<file path="src/rtl/uart_pkg.sv">
// Shared types and constants for the UART transmit feeder and its FIFO.
package uart_pkg;

   localparam int unsigned UART_FRAME_W = 9;

   typedef enum logic [1:0] {
      ST_IDLE      = 2'd0,
      ST_LOAD      = 2'd1,
      ST_START     = 2'd2,
      ST_WAIT_DONE = 2'd3
   } feeder_state_e;

   typedef struct packed {
      logic       parity_en;
      logic [7:0] data;
   } uart_frame_t;

   // Pack a producer request into a transmitter frame.
   function automatic uart_frame_t make_frame(input logic parity_en, input logic [7:0] data);
      uart_frame_t f;
      f.parity_en = parity_en;
      f.data      = data;
      return f;
   endfunction

endpackage

</file>
<file path="src/rtl/uart_sync_fifo.sv">
// Single-clock circular-buffer FIFO with registered full/empty/count flags.
// Storage is intentionally left out of reset; only pointers and flags clear.
module uart_sync_fifo #(
   parameter int unsigned WIDTH = 9,
   parameter int unsigned DEPTH = 16
) (
   input  logic                     clk,
   input  logic                     rst,
   input  logic                     push,
   input  logic [WIDTH-1:0]         wr_data,
   input  logic                     pop,
   output logic [WIDTH-1:0]         rd_data_c,
   output logic                     full,
   output logic                     empty,
   output logic [$clog2(DEPTH):0]   count
);

   localparam int unsigned AW = $clog2(DEPTH);
   localparam int unsigned CW = AW + 1;

   logic [WIDTH-1:0] mem [DEPTH];
   logic [AW-1:0]    wr_ptr_q, wr_ptr_d;
   logic [AW-1:0]    rd_ptr_q, rd_ptr_d;
   logic [CW-1:0]    count_q, count_d;
   logic             full_q, full_d;
   logic             empty_q, empty_d;
   logic             push_ok;
   logic             pop_ok;

   assign push_ok   = push & ~full_q;
   assign pop_ok    = pop & ~empty_q;
   assign rd_data_c = mem[rd_ptr_q];
   assign full      = full_q;
   assign empty     = empty_q;
   assign count     = count_q;

   // Pointer and occupancy update; pointers wrap naturally since DEPTH is a power of two.
   always_comb begin
      wr_ptr_d = wr_ptr_q;
      rd_ptr_d = rd_ptr_q;
      count_d  = count_q;
      if (push_ok) wr_ptr_d = wr_ptr_q + AW'(1);
      if (pop_ok)  rd_ptr_d = rd_ptr_q + AW'(1);
      if (push_ok && !pop_ok)      count_d = count_q + CW'(1);
      else if (!push_ok && pop_ok) count_d = count_q - CW'(1);
      full_d  = (count_d == CW'(DEPTH));
      empty_d = (count_d == '0);
   end

   // Pointer and flag registers.
   always_ff @(posedge clk) begin
      if (!rst) begin
         wr_ptr_q <= '0;
         rd_ptr_q <= '0;
         count_q  <= '0;
         full_q   <= 1'b0;
         empty_q  <= 1'b1;
      end else begin
         wr_ptr_q <= wr_ptr_d;
         rd_ptr_q <= rd_ptr_d;
         count_q  <= count_d;
         full_q   <= full_d;
         empty_q  <= empty_d;
      end
   end

   // Frame storage write port.
   always_ff @(posedge clk) begin
      if (push_ok) mem[wr_ptr_q] <= wr_data;
   end

endmodule

</file>
<file path="src/rtl/uart_tx_feeder.sv">
// Feeds queued frames to a UART transmitter with a start/busy/ready handshake.
// Optional macro UART_TX_FEEDER_TIMEOUT_EN: abandon a start request that the
// transmitter never acknowledges within START_TIMEOUT cycles and flag start_err.
module uart_tx_feeder
   import uart_pkg::*;
#(
   parameter int unsigned DEPTH         = 16,
   parameter int unsigned START_TIMEOUT = 2048
) (
   input  logic                        clk,
   input  logic                        rst,
   input  logic                        wr_valid,
   input  logic [7:0]                  wr_data,
   input  logic                        wr_parity_en,
   output logic                        wr_ready,
   output logic                        uart_start,
   output logic [UART_FRAME_W-1:0]     uart_data,
   input  logic                        uart_ready,
   input  logic                        uart_busy,
   output logic [$clog2(DEPTH):0]      fifo_count,
   output logic                        fifo_empty,
   output logic                        overflow,
   output logic                        start_err
);

   // Parameter sanity checks at elaboration.
   if (DEPTH < 2 || (DEPTH & (DEPTH - 1)) != 0) begin : g_bad_depth
      $error("uart_tx_feeder: DEPTH must be a power of two >= 2");
   end
   if (START_TIMEOUT < 1) begin : g_bad_timeout
      $error("uart_tx_feeder: START_TIMEOUT must be >= 1");
   end

   feeder_state_e           state_q, state_d;
   logic                    uart_start_q, uart_start_d;
   uart_frame_t             uart_data_q, uart_data_d;
   logic                    overflow_q, overflow_d;
   logic                    pop_c;
   logic                    fifo_full;
   logic [UART_FRAME_W-1:0] fifo_rdata;
   uart_frame_t             wr_frame;

`ifdef UART_TX_FEEDER_TIMEOUT_EN
   localparam int unsigned TW = $clog2(START_TIMEOUT + 1);
   logic [TW-1:0]           tmo_q, tmo_d;
   logic                    start_err_q, start_err_d;
   assign start_err = start_err_q;
`else
   assign start_err = 1'b0;
`endif

   assign wr_frame   = make_frame(wr_parity_en, wr_data);
   assign wr_ready   = ~fifo_full;
   assign uart_start = uart_start_q;
   assign uart_data  = uart_data_q;
   assign overflow   = overflow_q;

   uart_sync_fifo #(
      .WIDTH (UART_FRAME_W),
      .DEPTH (DEPTH)
   ) u_fifo (
      .clk       (clk),
      .rst       (rst),
      .push      (wr_valid),
      .wr_data   (wr_frame),
      .pop       (pop_c),
      .rd_data_c (fifo_rdata),
      .full      (fifo_full),
      .empty     (fifo_empty),
      .count     (fifo_count)
   );

   // Next-state and registered-output logic for the transmit handshake.
   always_comb begin
      state_d      = state_q;
      uart_start_d = uart_start_q;
      uart_data_d  = uart_data_q;
      pop_c        = 1'b0;
      overflow_d   = overflow_q | (wr_valid & fifo_full);
`ifdef UART_TX_FEEDER_TIMEOUT_EN
      tmo_d        = tmo_q;
      start_err_d  = start_err_q;
`endif
      case (state_q)
         ST_IDLE: begin
            uart_start_d = 1'b0;
            if (!fifo_empty && uart_ready) begin
               pop_c       = 1'b1;
               uart_data_d = uart_frame_t'(fifo_rdata);
               state_d     = ST_LOAD;
            end
         end
         ST_LOAD: begin
            state_d      = ST_START;
            uart_start_d = 1'b1;
`ifdef UART_TX_FEEDER_TIMEOUT_EN
            tmo_d        = '0;
`endif
         end
         ST_START: begin
            if (uart_busy) begin
               uart_start_d = 1'b0;
               state_d      = ST_WAIT_DONE;
            end
`ifdef UART_TX_FEEDER_TIMEOUT_EN
            else if (tmo_q == TW'(START_TIMEOUT - 1)) begin
               uart_start_d = 1'b0;
               start_err_d  = 1'b1;
               state_d      = ST_IDLE;
            end else begin
               tmo_d = tmo_q + TW'(1);
            end
`endif
         end
         ST_WAIT_DONE: begin
            if (uart_ready && !uart_busy) state_d = ST_IDLE;
         end
         default: begin
            state_d      = ST_IDLE;
            uart_start_d = 1'b0;
         end
      endcase
   end

   // State and output registers; reset abandons any frame in flight.
   always_ff @(posedge clk) begin
      if (!rst) begin
         state_q      <= ST_IDLE;
         uart_start_q <= 1'b0;
         uart_data_q  <= '0;
         overflow_q   <= 1'b0;
`ifdef UART_TX_FEEDER_TIMEOUT_EN
         tmo_q        <= '0;
         start_err_q  <= 1'b0;
`endif
      end else begin
         state_q      <= state_d;
         uart_start_q <= uart_start_d;
         uart_data_q  <= uart_data_d;
         overflow_q   <= overflow_d;
`ifdef UART_TX_FEEDER_TIMEOUT_EN
         tmo_q        <= tmo_d;
         start_err_q  <= start_err_d;
`endif
      end
   end

endmodule

</file>
<file path="config.mk">
export PLATFORM = sky130hd
export DESIGN_NAME = uart_tx_feeder
export DESIGN_NICKNAME = d
export VERILOG_FILES = /design/src/rtl/uart_pkg.sv /design/src/rtl/uart_sync_fifo.sv /design/src/rtl/uart_tx_feeder.sv
export SDC_FILE = /design/constraint.sdc
export NUM_CORES = 1
export LEC_CHECK = 0
export ABC_AREA = 0
export BUFFER_PORTS_ARGS = -buffer_cell sky130_fd_sc_hd__buf_2
export CORE_UTILIZATION = 62
export DETAILED_ROUTE_END_ITERATION = 12
export PLACE_DENSITY = 0.8
export SLEW_MARGIN = 20
export SYNTH_ARGS = -nofsm -noshare
export SYNTH_HDL_FRONTEND = slang
export SYNTH_SLANG_ARGS = --single-unit
</file>
<file path="constraint.sdc">
create_clock -name clk -period 5.1 [get_ports clk]
set_input_delay 0.51 -clock clk [delete_from_list [all_inputs] [get_ports clk]]
set_output_delay 0.51 -clock clk [all_outputs]
set_load 0.02 [all_outputs]
</file>
# Word-level counts from Yosys, hierarchy flattened
# Memory sizes are Yosys's and may differ from the RTL's. A register that Yosys moved wholly into a read port is not among the register bits.
# Cells that the tools add are included.
# op_classes
n_addsub	4
bitwise	6
muxes	12
reduce_logical	15
eq_ne	7
# op_table
cell	count
$mux W5	2
$add A4 B1 Y4 const B	2
$pmux W2 S4	1
$mux W2	3
$ne A2 B2 Y1 const B	3
$add A5 B1 Y5 const B	1
$eq A5 B5 Y1 const B	1
$logic_not A1 Y1	5
$logic_not A5 Y1	1
$mux W1	5
$sub A5 B1 Y5 const B	1
$eq A2 B2 Y1 const B	2
$logic_and A1 B1 Y1	4
$reduce_and A2 Y1	2
$and A1 B1 Y1	3
$pmux W1 S3	1
$reduce_and A3 Y1	1
$reduce_bool A3 Y1	1
$eq A2 B1 Y1 const B	1
$logic_not A2 Y1	1
$not A1 Y1	2
$or A1 B1 Y1	1
# word_totals
in_bits	14
memories	1
out_inout_bits	19
ff_bits	19
elab_cells	53
ramBits	144
# memory_table
memory	depth	word_bits	rd	rd_clocked_by_memory_dff	write_ports	line	source
u_fifo.mem	16	9	1	1	1	uart_sync_fifo.sv:21	logic [WIDTH-1:0] mem [DEPTH];

# Logic depth before layout (Yosys ltp)
# Gate-level depths: netlist of the first run.
# depth
depth_word	9
mapped_depth	8
ltp_nobuf	7

# Modules after synthesis
# A second synthesis of the first run with hierarchy kept.
# unflattened
hier_cells	378
hier_area_um2	7055.5
# modules_own_cells
mod	n_inst	cells_per_inst	area_per_inst_um2	seq_area_each_um2
uart_sync_fifo	1	318	6459.9	4704.5
uart_tx_feeder	1	60	595.6	260.2

# Worst setup path after synthesis of the first run
# No wires, ideal clock.
# synth_path
path_kind	input to register
from	input port wr_valid
to	memory u_fifo.mem[3][0] (enable)
path_slack_ns	3.093
path_buffers	1
arrival_ns	1.621
path_stages	4
setup_ns	0.387
required_time_ns	4.713
path_cell_list	nor2b_2 -> buf_4 -> nand2_1 -> nor3_1
# synth_via
elab_chain_cells	3
# synth_lines
item	line	source
from (decl)	uart_tx_feeder.sv:12	input logic wr_valid,
$and A1 B1 Y1	uart_sync_fifo.sv:30	assign push_ok = push & ~full_q;
$mux W1	uart_sync_fifo.sv:69	if (push_ok) mem[wr_ptr_q] <= wr_data;
$mux W1 (implied by the code)	uart_sync_fifo.sv:69	
to (decl)	uart_sync_fifo.sv:21	
# Every way passes these cells.

==> flow_summary.json, run 1 <==
{
  "outcome": "finished, final reports clean",
  "postCtsSetupBuffers": 0,
  "clk_pin_slew_ps": 70,
  "port_buffers": 31,
  "cts_made_buffers": 17,
  "via_per_inst": 6.54,
  "drc": 0,
  "fmax_ghz": 0.391,
  "seq_area_frac_synth_pct": 70.4,
  "crit_end": "uart_data[0]$_SDFFE_PN0N_",
  "seqPwrFrac_pct": 46.5,
  "layout.nets": 447,
  "clock_latency_ps": 530,
  "critPathTopFamily": "flip-flops",
  "syn_area_sq_um": 6940,
  "worstMarginPinSlew_ps": 1160,
  "synthToLayoutAreaGrowth_pct": 13.3,
  "cts_resized": 0,
  "synth_flop_cell": "edfxtp_1",
  "routedWlPerCell_um": 25.5,
  "tritoncts": "built",
  "dieArea_sq_um": 11600,
  "overflow": 0,
  "diodes": 0,
  "path_buf_inv": 1,
  "clock-skew-final_ps": 7.35,
  "ys_types": 48,
  "ant_nets": 0,
  "regArea_sq_um": 4890,
  "reg2reg_slack_ps": 2540,
  "cp-end-kind": "register",
  "required_ps": 5530,
  "syn-instance-count": 385,
  "intPower_mw": 2.71,
  "hold_class": "input port to register",
  "tns_ps": 0,
  "async_flop_share_pct": 0,
  "drtPass1Iterations": 5,
  "syn_area_per_cell_sq_um": 18.0,
  "finalWorstSetupSlack_ps": 2540,
  "start_util_pct": 63.8,
  "cts_hold_buf": 0,
  "yosys_warnings": 0,
  "row_count": 38,
  "place_area_sq_um": 7220,
  "hold_viol": 0,
  "synth.most_common_cell": "edfxtp_1",
  "worst-path-stages": 5,
  "die_width_um": 108,
  "core_sq_um": 10900,
  "cp_slowest_cell": "dfxtp_2",
  "setup_viol": 0,
  "drtIter0Drc": 381,
  "antenna_found_initial": 0,
  "rr_startpoint": "u_fifo.rd_ptr_q[0]$_SDFFE_PN0P_",
  "r2r-end": "uart_data[0]$_SDFFE_PN0N_",
  "fp.dieH_um": 108,
  "clkPwrFrac_pct": 39.1,
  "multi_input_area_sq_um": 1920,
  "drt-total-wl_um": 14700,
  "switchingPower_mw": 0.859,
  "grt_pass1_vias": 3682,
  "cellLeakagePower_nw": 2.67,
  "nFillCells": 613,
  "synthesis.nets": 411,
  "crit_fanout": 22,
  "grt_max_degree": 40,
  "htreeDepth": 4,
  "gp_congestion": 0.748,
  "rsz0062_at_grt": "false",
  "synthTopCellsByArea": "edfxtp_1, dfxtp_1, mux4_2",
  "crit_path_max_incr_delay_ps": 800,
  "yosys.area.top_type_share_pct": 62.3,
  "cp.arrival_ps": 2990,
  "combPwrFrac_pct": 14.5,
  "design_area_sq_um": 7860,
  "period_minus_slack_ps": 2560,
  "vdd_drop_max_uv": 323,
  "pre_cts_slack_ps": 2510,
  "hpwlAfterDp_um": 9030,
  "drive_gt1_share_pct": 23.0,
  "grt.total_usage_pct": 27.4,
  "cp-start-kind": "register",
  "synth_seq_cells": 172,
  "max_cap_viol_count": 0,
  "r2r_cells": 5,
  "crit_start": "u_fifo.rd_ptr_q[0]$_SDFFE_PN0P_",
  "grt_pass1_wl_um": 21600,
  "cts.path.max_buffers": 2,
  "slew_viol_final": 0,
  "clock_sinks": 172,
  "synth_edf_count": 144,
  "synth_top_area_cell": "edfxtp_1",
  "crit_type": "register to register",
  "power_density_nw_per_um2": 454,
  "vias": 3753,
  "io_pins": 33,
  "crit_path_cell_trace": "buf_4 -> mux4_1 -> a22oi_1 -> a21oi_1 -> a31o_1",
  "post-route-util_pct": 72.2,
  "cts-root-buf": "clkbuf_8",
  "finalCritPeriodShare_pct": 50.2,
  "relSlewSlack_pct": 22.6,
  "switching_share_pct": 24.1,
  "yosys-top-cells-count": "edfxtp_1, dfxtp_1, mux4_2"
}
stage by stage:
stage | hold WS [ps] | total power [mW] | std cells
global route | 245 | 3.68 | 574
detailed placement | 481 | 2.19 | 542
global placement | 468 | 2.17 | 538
finish | 255 | 3.57 | 574
CTS | 242 | 3.57 | 574
floorplan | 489 | 2.07 | 385
how the worst min path moves through the flow:
stage                                                from                         endpoint  slack (ps)  depth (start not counted)
after CTS                                        wr_valid              overflow$_SDFF_PN0_         240                          3
after detailed placement              overflow$_SDFF_PN0_              overflow$_SDFF_PN0_         480                          2
after global placement                overflow$_SDFF_PN0_              overflow$_SDFF_PN0_         470                          2
after global routing                             wr_valid              overflow$_SDFF_PN0_         250                          3
final                                            wr_valid              overflow$_SDFF_PN0_         260                          3
after floorplan           u_fifo.wr_ptr_q[1]$_SDFFE_PN0P_  u_fifo.wr_ptr_q[1]$_SDFFE_PN0P_         490                          2
state kept, by name, summed over array words and instances (netlist names):
register         count
state_q              2
u_fifo.count         5
u_fifo.full          1
u_fifo.wr_ptr_q      4
u_fifo.empty         1
u_fifo.rd_ptr_q      4
uart_data            9
u_fifo.mem         144
overflow             1
uart_start           1
worst min-delay path, delay by kind of cell:
family	cells	cell delay [ps]
buffers and inverters	1	100
AOI/OAI and AO/OA	1	60
and+or+nand+nor	1	90
layout by cell type (no fill, tap or decap), types with 2 or more instances in the layout:
cell,synthesis,routed
a21boi_0,2,2
nand3_1,3,3
bufinv_16,0,6
nor2_1,19,18
mux4_1,16,16
nor3_2,0,4
ha_1,12,12
clkinv_2,0,3
edfxtp_1,144,144
clkbuf_16,0,16
buf_2,5,31
and2_1,11,11
nand2_1,13,13
a31o_1,9,9
inv_1,10,10
dfxtp_1,28,27
clkbuf_1,9,2
a22oi_1,19,19
buf_4,2,5
nor2_2,1,2
clkinvlp_4,0,3
nand4_1,3,3
nand2b_1,5,5
mux4_2,20,20
a21oi_1,12,12
xnor2_1,8,8
nor2b_1,5,5
layer usage:
| layer | up-vias | track usage [%] | part of all wire [%] |
|---|---|---|---|
| li1 | 1608 | - | - |
| met1 | 1912 | 38.4 | 41 |
| met2 | 208 | 42.1 | 49 |
| met3 | 25 | 6.23 | 7.5 |
| met4 | 0 | 11.0 | 1.8 |
| met5 | - | 0 | 0 |
cells by family (layout without fill, tap and decap cells):
kind of cell             Yosys count  after routing  synth area share, %
flip-flops                       172            172                 70.4
AND/OR/NAND/NOR                   72             72                 5.52
AO/OA/AOI/OAI                     52             52                 5.75
multiplexers                      37             37                 12.7
buffers and inverters             30             79                 2.32
adder cells (fa/ha/maj)           12             12                 2.16
XOR/XNOR                           9              9                 1.14
other                              1              1               0.0540
area by class of cell:
cell class              count  share of cell area, %
repair buffers             37                   2.59
clock buffers              19                   5.36
multi-input cells         183                   24.4
clock inverters            13                   2.82
inverters                  10                  0.477
well taps                 140                   2.23
flip-flops and latches    172                   62.1
power by group through the flow:
stage / logic (mW) / clock network, mW / registers, mW
finish: 0.516 / 1.39 / 1.66
global route: 0.554 / 1.46 / 1.66
CTS: 0.514 / 1.40 / 1.66
detailed placement: 0.510 / 0 / 1.68
global placement: 0.483 / 0 / 1.68
floorplan: 0.386 / 0 / 1.68
(Power assumes the default switching activity.)
==> run 2: changes to the inputs <==
--- a/config.mk
+++ b/config.mk
@@ -7,9 +7,9 @@
 export LEC_CHECK = 0
 export ABC_AREA = 0
 export BUFFER_PORTS_ARGS = -buffer_cell sky130_fd_sc_hd__buf_2
-export CORE_UTILIZATION = 62
+export CORE_UTILIZATION = 61
 export DETAILED_ROUTE_END_ITERATION = 12
-export PLACE_DENSITY = 0.8
+export PLACE_DENSITY = 0.79
 export SLEW_MARGIN = 20
 export SYNTH_ARGS = -nofsm -noshare
 export SYNTH_HDL_FRONTEND = slang
==> constraint.sdc (replaced) <==
create_clock -name clk -period 2.4 [get_ports clk]
set_input_delay 0.24 -clock clk [delete_from_list [all_inputs] [get_ports clk]]
set_output_delay 0.24 -clock clk [all_outputs]
set_load 0.02 [all_outputs]
==> run 2 against run 1 <==
- sequential share of layout area fell by 0.19 points
- highest routed layer unchanged
- worst hold slack got worse by 160 ps
- final area rose by 0.30%
- utilization fell by 0.41 points
- flip-flop and latch count did not move
- critical path type unchanged
==> flow_summary.json, run 2 (same netlist as run 1, synthesis figures left out) <==
{
  "outcome": "finished, final reports clean",
  "drtPass1Iterations": 6,
  "port_buffers": 31,
  "combPwrFrac_pct": 16.4,
  "cp-start-kind": "register",
  "cts.path.max_buffers": 2,
  "postCtsSetupBuffers": 0,
  "fmax_ghz": 0.487,
  "clock_sinks": 172,
  "reg2reg_slack_ps": 340,
  "drt-total-wl_um": 14300,
  "diodes": 0,
  "max_cap_viol_count": 0,
  "met3WireLength_um": 1160,
  "period_minus_slack_ps": 2060,
  "grt.total_usage_pct": 26.7,
  "drive_gt1_share_pct": 23.9,
  "cts_resized": 0,
  "min_delay_path_depth": 3,
  "clock_latency_ps": 430,
  "grt_max_degree": 40,
  "wl_met2_um": 6910,
  "intPower_mw": 5.38,
  "cp.arrival_ps": 2180,
  "synthToLayoutAreaGrowth_pct": 13.6,
  "antenna_found_initial": 0,
  "power_density_nw_per_um2": 908,
  "relSlewSlack_pct": 60.6,
  "io_pins": 33,
  "largest_reg_flops": 144,
  "dieArea_sq_um": 11800,
  "drc": 0,
  "die_width_um": 109,
  "switchingPower_mw": 1.78,
  "hpwlAfterDp_um": 8960,
  "crit_fanout": 12,
  "grt_pass1_vias": 3797,
  "seqPwrFrac_pct": 48.3,
  "met1Wirelength_um": 5670,
  "finalCritPeriodShare_pct": 85.6,
  "largest-register": "u_fifo.mem",
  "gp_congestion": 0.879,
  "tritoncts": "built",
  "vdd_drop_max_uv": 1010,
  "rsz0062_at_grt": "false",
  "overflow": 0,
  "routedWlPerCell_um": 24.1,
  "setup_viol": 0,
  "cellLeakagePower_nw": 2.71,
  "htreeDepth": 4,
  "final_common_cell": "edfxtp_1",
  "clock-skew-final_ps": 9.77,
  "clk_pin_slew_ps": 60,
  "hold_class": "input port to register",
  "crit_type": "register to register",
  "via_per_inst": 6.55,
  "cts_made_buffers": 17,
  "min-delay-start": "wr_valid",
  "rr_startpoint": "u_fifo.full$_SDFF_PN0_",
  "cts-root-buf": "clkbuf_16",
  "worstMarginPinSlew_ps": 589,
  "cp-end-kind": "register",
  "tns_ps": 0,
  "final_cell_mix": "edfxtp_1, buf_2, dfxtp_1",
  "grt_pass1_wl_um": 21500,
  "cts_hold_buf": 0,
  "slew_viol_final": 0,
  "core_sq_um": 11000,
  "placed_cells": 561,
  "hold_viol": 0,
  "start_util_pct": 63.2,
  "fp.dieH_um": 109,
  "ant_nets": 0,
  "r2r_cells": 4,
  "drtIter0Drc": 480,
  "switching_share_pct": 24.8,
  "clkPwrFrac_pct": 35.3,
  "layout.nets": 466,
  "vias": 3878,
  "fin_cells": 592,
  "r2r-end": "u_fifo.mem[13][5]$_DFFE_PP_",
  "required_ps": 2530,
  "hold_end": "overflow$_SDFF_PN0_",
  "dr.max_layer_used": "met4",
  "row_count": 38
}
[run 2: cell count changes in the layout (fill, tap and decap cells not counted), moves of 2 or more]
| cell | delta |
|---|---|
| buf_4 | +19 |
| nor3_2 | -4 |
| clkinv_1 | +5 |
| bufinv_16 | -4 |
| nor3_1 | +4 |
| clkinvlp_4 | -2 |
[run 2: worst max-delay path by stage]
stage	slack (ps)	start	cells past startpoint	end
finish	340	u_fifo.full$_SDFF_PN0_	4	u_fifo.mem[13][5]$_DFFE_PP_
global route	240	state_q[0]$_SDFFE_PN0P_	7	u_fifo.empty$_SDFF_PN1_
CTS	380	u_fifo.full$_SDFF_PN0_	4	u_fifo.mem[11][5]$_DFFE_PP_
detailed placement	380	wr_valid	5	u_fifo.mem[13][4]$_DFFE_PP_
global placement	440	wr_valid	5	u_fifo.mem[12][5]$_DFFE_PP_
floorplan	600	u_fifo.full$_SDFF_PN0_	4	u_fifo.mem[3][0]$_DFFE_PP_
[run 2: stage by stage]
stage / total power, mW / hold slack, ps / instance area, sq um / worst slack [ps] / util (%)
after floorplan: 4.39 / 339 / 6940 / 600 / -
after global placement: 4.66 / 455 / 7350 / 444 / 66.9
after detailed placement: 4.69 / 465 / 7350 / 379 / 66.9
after CTS: 7.19 / 92.6 / 7890 / 384 / 71.8
after global routing: 7.39 / 116 / 7890 / 239 / 71.8
final: 7.16 / 95.2 / 7890 / 345 / 71.8
[run 2: metal layers]
metal	up-vias	track usage [%]
li1	1647	-
met1	1953	34.0
met2	230	42.5
met3	48	7.05
met4	0	14.1
met5	-	0
[run 2: power by group through the flow]
| stage | Combinational (mW) | Sequential (mW) | Clock [mW] |
|---|---|---|---|
| 2_1_floorplan | 0.821 | 3.57 | 0 |
| 3_5_place_dp | 1.17 | 3.52 | 0 |
| 4_1_cts | 1.18 | 3.46 | 2.56 |
| 5_1_grt | 1.26 | 3.47 | 2.65 |
| 6_report | 1.17 | 3.46 | 2.53 |
| 3_3_place_gp | 1.15 | 3.51 | 0 |
[run 2: worst max-delay path: stages (launching register included)]
cell and delay [ps]:
dfxtp_1 330, nor2b_2 420, nand2_1 220, nor2_1 500, buf_4 280
[run 2: final cells by class]
class / count / area, sq um
sequential: 172 / 4890
clock inverter: 12 / 105
tap: 140 / 175
clock buffer: 19 / 433
fill: 644 / 3100
inverter: 10 / 37.5
multi-input combinational: 183 / 1900
timing repair buffer: 56 / 355
==> run 3: changes to the inputs <==
--- a/config.mk
+++ b/config.mk
@@ -7,9 +7,9 @@
 export LEC_CHECK = 0
 export ABC_AREA = 0
 export BUFFER_PORTS_ARGS = -buffer_cell sky130_fd_sc_hd__buf_2
-export CORE_UTILIZATION = 61
+export CORE_UTILIZATION = 40
 export DETAILED_ROUTE_END_ITERATION = 12
-export PLACE_DENSITY = 0.79
+export SETUP_SLACK_MARGIN = 0.05
 export SLEW_MARGIN = 20
 export SYNTH_ARGS = -nofsm -noshare
 export SYNTH_HDL_FRONTEND = slang
==> run 3 against run 2 <==
- sequential power about the same
- via count decreased by 5.6%
- maximum frequency increased by 0.62%
- critical path type unchanged
- critical endpoint is now u_fifo.full$_SDFF_PN0_
==> flow_summary.json, run 3 (same netlist as run 1, synthesis figures left out) <==
{
  "via_per_inst": 5.43,
  "cp-start-kind": "register",
  "cts.path.max_buffers": 2,
  "intPower_mw": 5.55,
  "fp.dieH_um": 134,
  "outcome": "finished, final reports clean",
  "seqPwrFrac_pct": 46.4,
  "hold_end": "overflow$_SDFF_PN0_",
  "path_buf_inv": 1,
  "vias": 3662,
  "r2r-end": "u_fifo.full$_SDFF_PN0_",
  "fmax_ghz": 0.490,
  "cts_hold_buf": 0,
  "htreeDepth": 4,
  "drive_gt1_share_pct": 25.7,
  "rsz0062_at_grt": "false",
  "hold_viol": 0,
  "row_count": 47,
  "crit_type": "register to register",
  "crit_fanout": 8,
  "crit_path_cell_trace": "inv_1 -> ha_1 -> and3b_1 -> nor4_1 -> o221a_2 -> and2_1 -> nor4b_2",
  "start_util_pct": 41.4,
  "dieArea_sq_um": 17900,
  "period_minus_slack_ps": 2040,
  "vdd_drop_max_uv": 517,
  "diodes": 0,
  "final_cell_mix": "edfxtp_1, buf_2, dfxtp_1",
  "clkPwrFrac_pct": 37.2,
  "hpwlAfterDp_um": 9470,
  "port_buffers": 31,
  "synthToLayoutAreaGrowth_pct": 16.5,
  "ant_nets": 0,
  "grt.total_usage_pct": 17.8,
  "die_width_um": 134,
  "rr_startpoint": "state_q[0]$_SDFFE_PN0P_",
  "setup_viol": 0,
  "clock_latency_ps": 430,
  "clock_sinks": 172,
  "crit_path_max_incr_delay_ps": 380,
  "overflow": 0,
  "gp_congestion": 0.872,
  "cellLeakagePower_nw": 2.75,
  "combPwrFrac_pct": 16.3,
  "clk_pin_slew_ps": 60,
  "switchingPower_mw": 1.90,
  "io_pins": 33,
  "r2r_cells": 7,
  "grt_pass1_wl_um": 22600,
  "routedWlPerCell_um": 21.4,
  "fin_cells": 675,
  "final_common_cell": "edfxtp_1",
  "antenna_found_initial": 0,
  "worstMarginPinSlew_ps": 494,
  "cts-root-buf": "clkbuf_16",
  "placed_cells": 643,
  "max_cap_viol_count": 0,
  "largest_reg_flops": 144,
  "drc": 0,
  "clock-skew-final_ps": 9.52,
  "grt_pass1_vias": 3791,
  "layout.nets": 468,
  "cp_slowest_cell": "dfxtp_1",
  "critPathTopFamily": "simple AND/OR/NAND/NOR gates",
  "postCtsSetupBuffers": 0,
  "reg2reg_slack_ps": 360,
  "cts_resized": 0,
  "tns_ps": 0,
  "switching_share_pct": 25.5,
  "required_ps": 2730,
  "core_sq_um": 16800,
  "power_density_nw_per_um2": 920,
  "min-delay-start": "wr_valid",
  "slew_viol_final": 0,
  "cts_made_buffers": 17,
  "largest-register": "u_fifo.mem",
  "finalCritPeriodShare_pct": 85.1,
  "relSlewSlack_pct": 66.9,
  "drt-total-wl_um": 14400,
  "drtPass1Iterations": 6,
  "grt_max_degree": 40,
  "cp-end-kind": "register",
  "hold_class": "input port to register",
  "tritoncts": "built",
  "min_delay_path_depth": 3,
  "drtIter0Drc": 323,
  "cp.arrival_ps": 2370,
  "power.total_mw": 7.44
}
==> run 3: per-layer routing <==
layer	wire length (um)	vias to the layer above	GRT usage, %
met4	192	0	6.88
met2	7100	103	28.4
met1	6520	1886	23.6
met5	0	-	0
met3	634	17	4.00
li1	-	1656	-
==> run 3: metrics by stage <==
stage	hold WS [ps]	area (sq um)	util, %	setup WS [ps]
after floorplan	339	6940	-	600
after global placement	458	7490	44.7	449
after detailed placement	476	7490	44.7	407
after CTS	109	8090	48.3	388
after global routing	130	8090	48.3	225
final	107	8090	48.3	358
==> run 3: final cells by class <==
type | instances | area, sq um
Fill cell | 1414 | 8670
Sequential cell | 172 | 4890
Multi-Input combinational cell | 183 | 1900
Clock buffer | 18 | 429
Timing Repair Buffer | 58 | 395
Tap cell | 220 | 275
Clock inverter | 14 | 170
Inverter | 10 | 37.5
==> run 3: how the worst max path moves through the flow <==
stage	slack, ps	end	depth (start not counted)	start
global placement	450	u_fifo.full$_SDFF_PN0_	7	state_q[0]$_SDFFE_PN0P_
detailed placement	410	u_fifo.full$_SDFF_PN0_	7	state_q[0]$_SDFFE_PN0P_
global route	230	u_fifo.full$_SDFF_PN0_	7	state_q[0]$_SDFFE_PN0P_
floorplan	600	u_fifo.mem[3][0]$_DFFE_PP_	4	u_fifo.full$_SDFF_PN0_
CTS	390	u_fifo.full$_SDFF_PN0_	7	state_q[0]$_SDFFE_PN0P_
finish	360	u_fifo.full$_SDFF_PN0_	7	state_q[0]$_SDFFE_PN0P_
==> run 3: power by group through the flow <==
stage | logic [mW] | clock network [mW] | registers, mW
final | 1.21 | 2.77 | 3.46
after global routing | 1.32 | 2.95 | 3.47
after CTS | 1.23 | 2.84 | 3.46
after detailed placement | 1.22 | 0 | 3.52
after global placement | 1.20 | 0 | 3.51
after floorplan | 0.821 | 0 | 3.57
==> run 3: worst reg2reg max path, cell delays in order, from the launching register on <==
cell     delay, ps
dfxtp_1        380
inv_1          100
ha_1           250
and3b_1        300
nor4_1         290
o221a_2        260
and2_1         130
nor4b_2        230
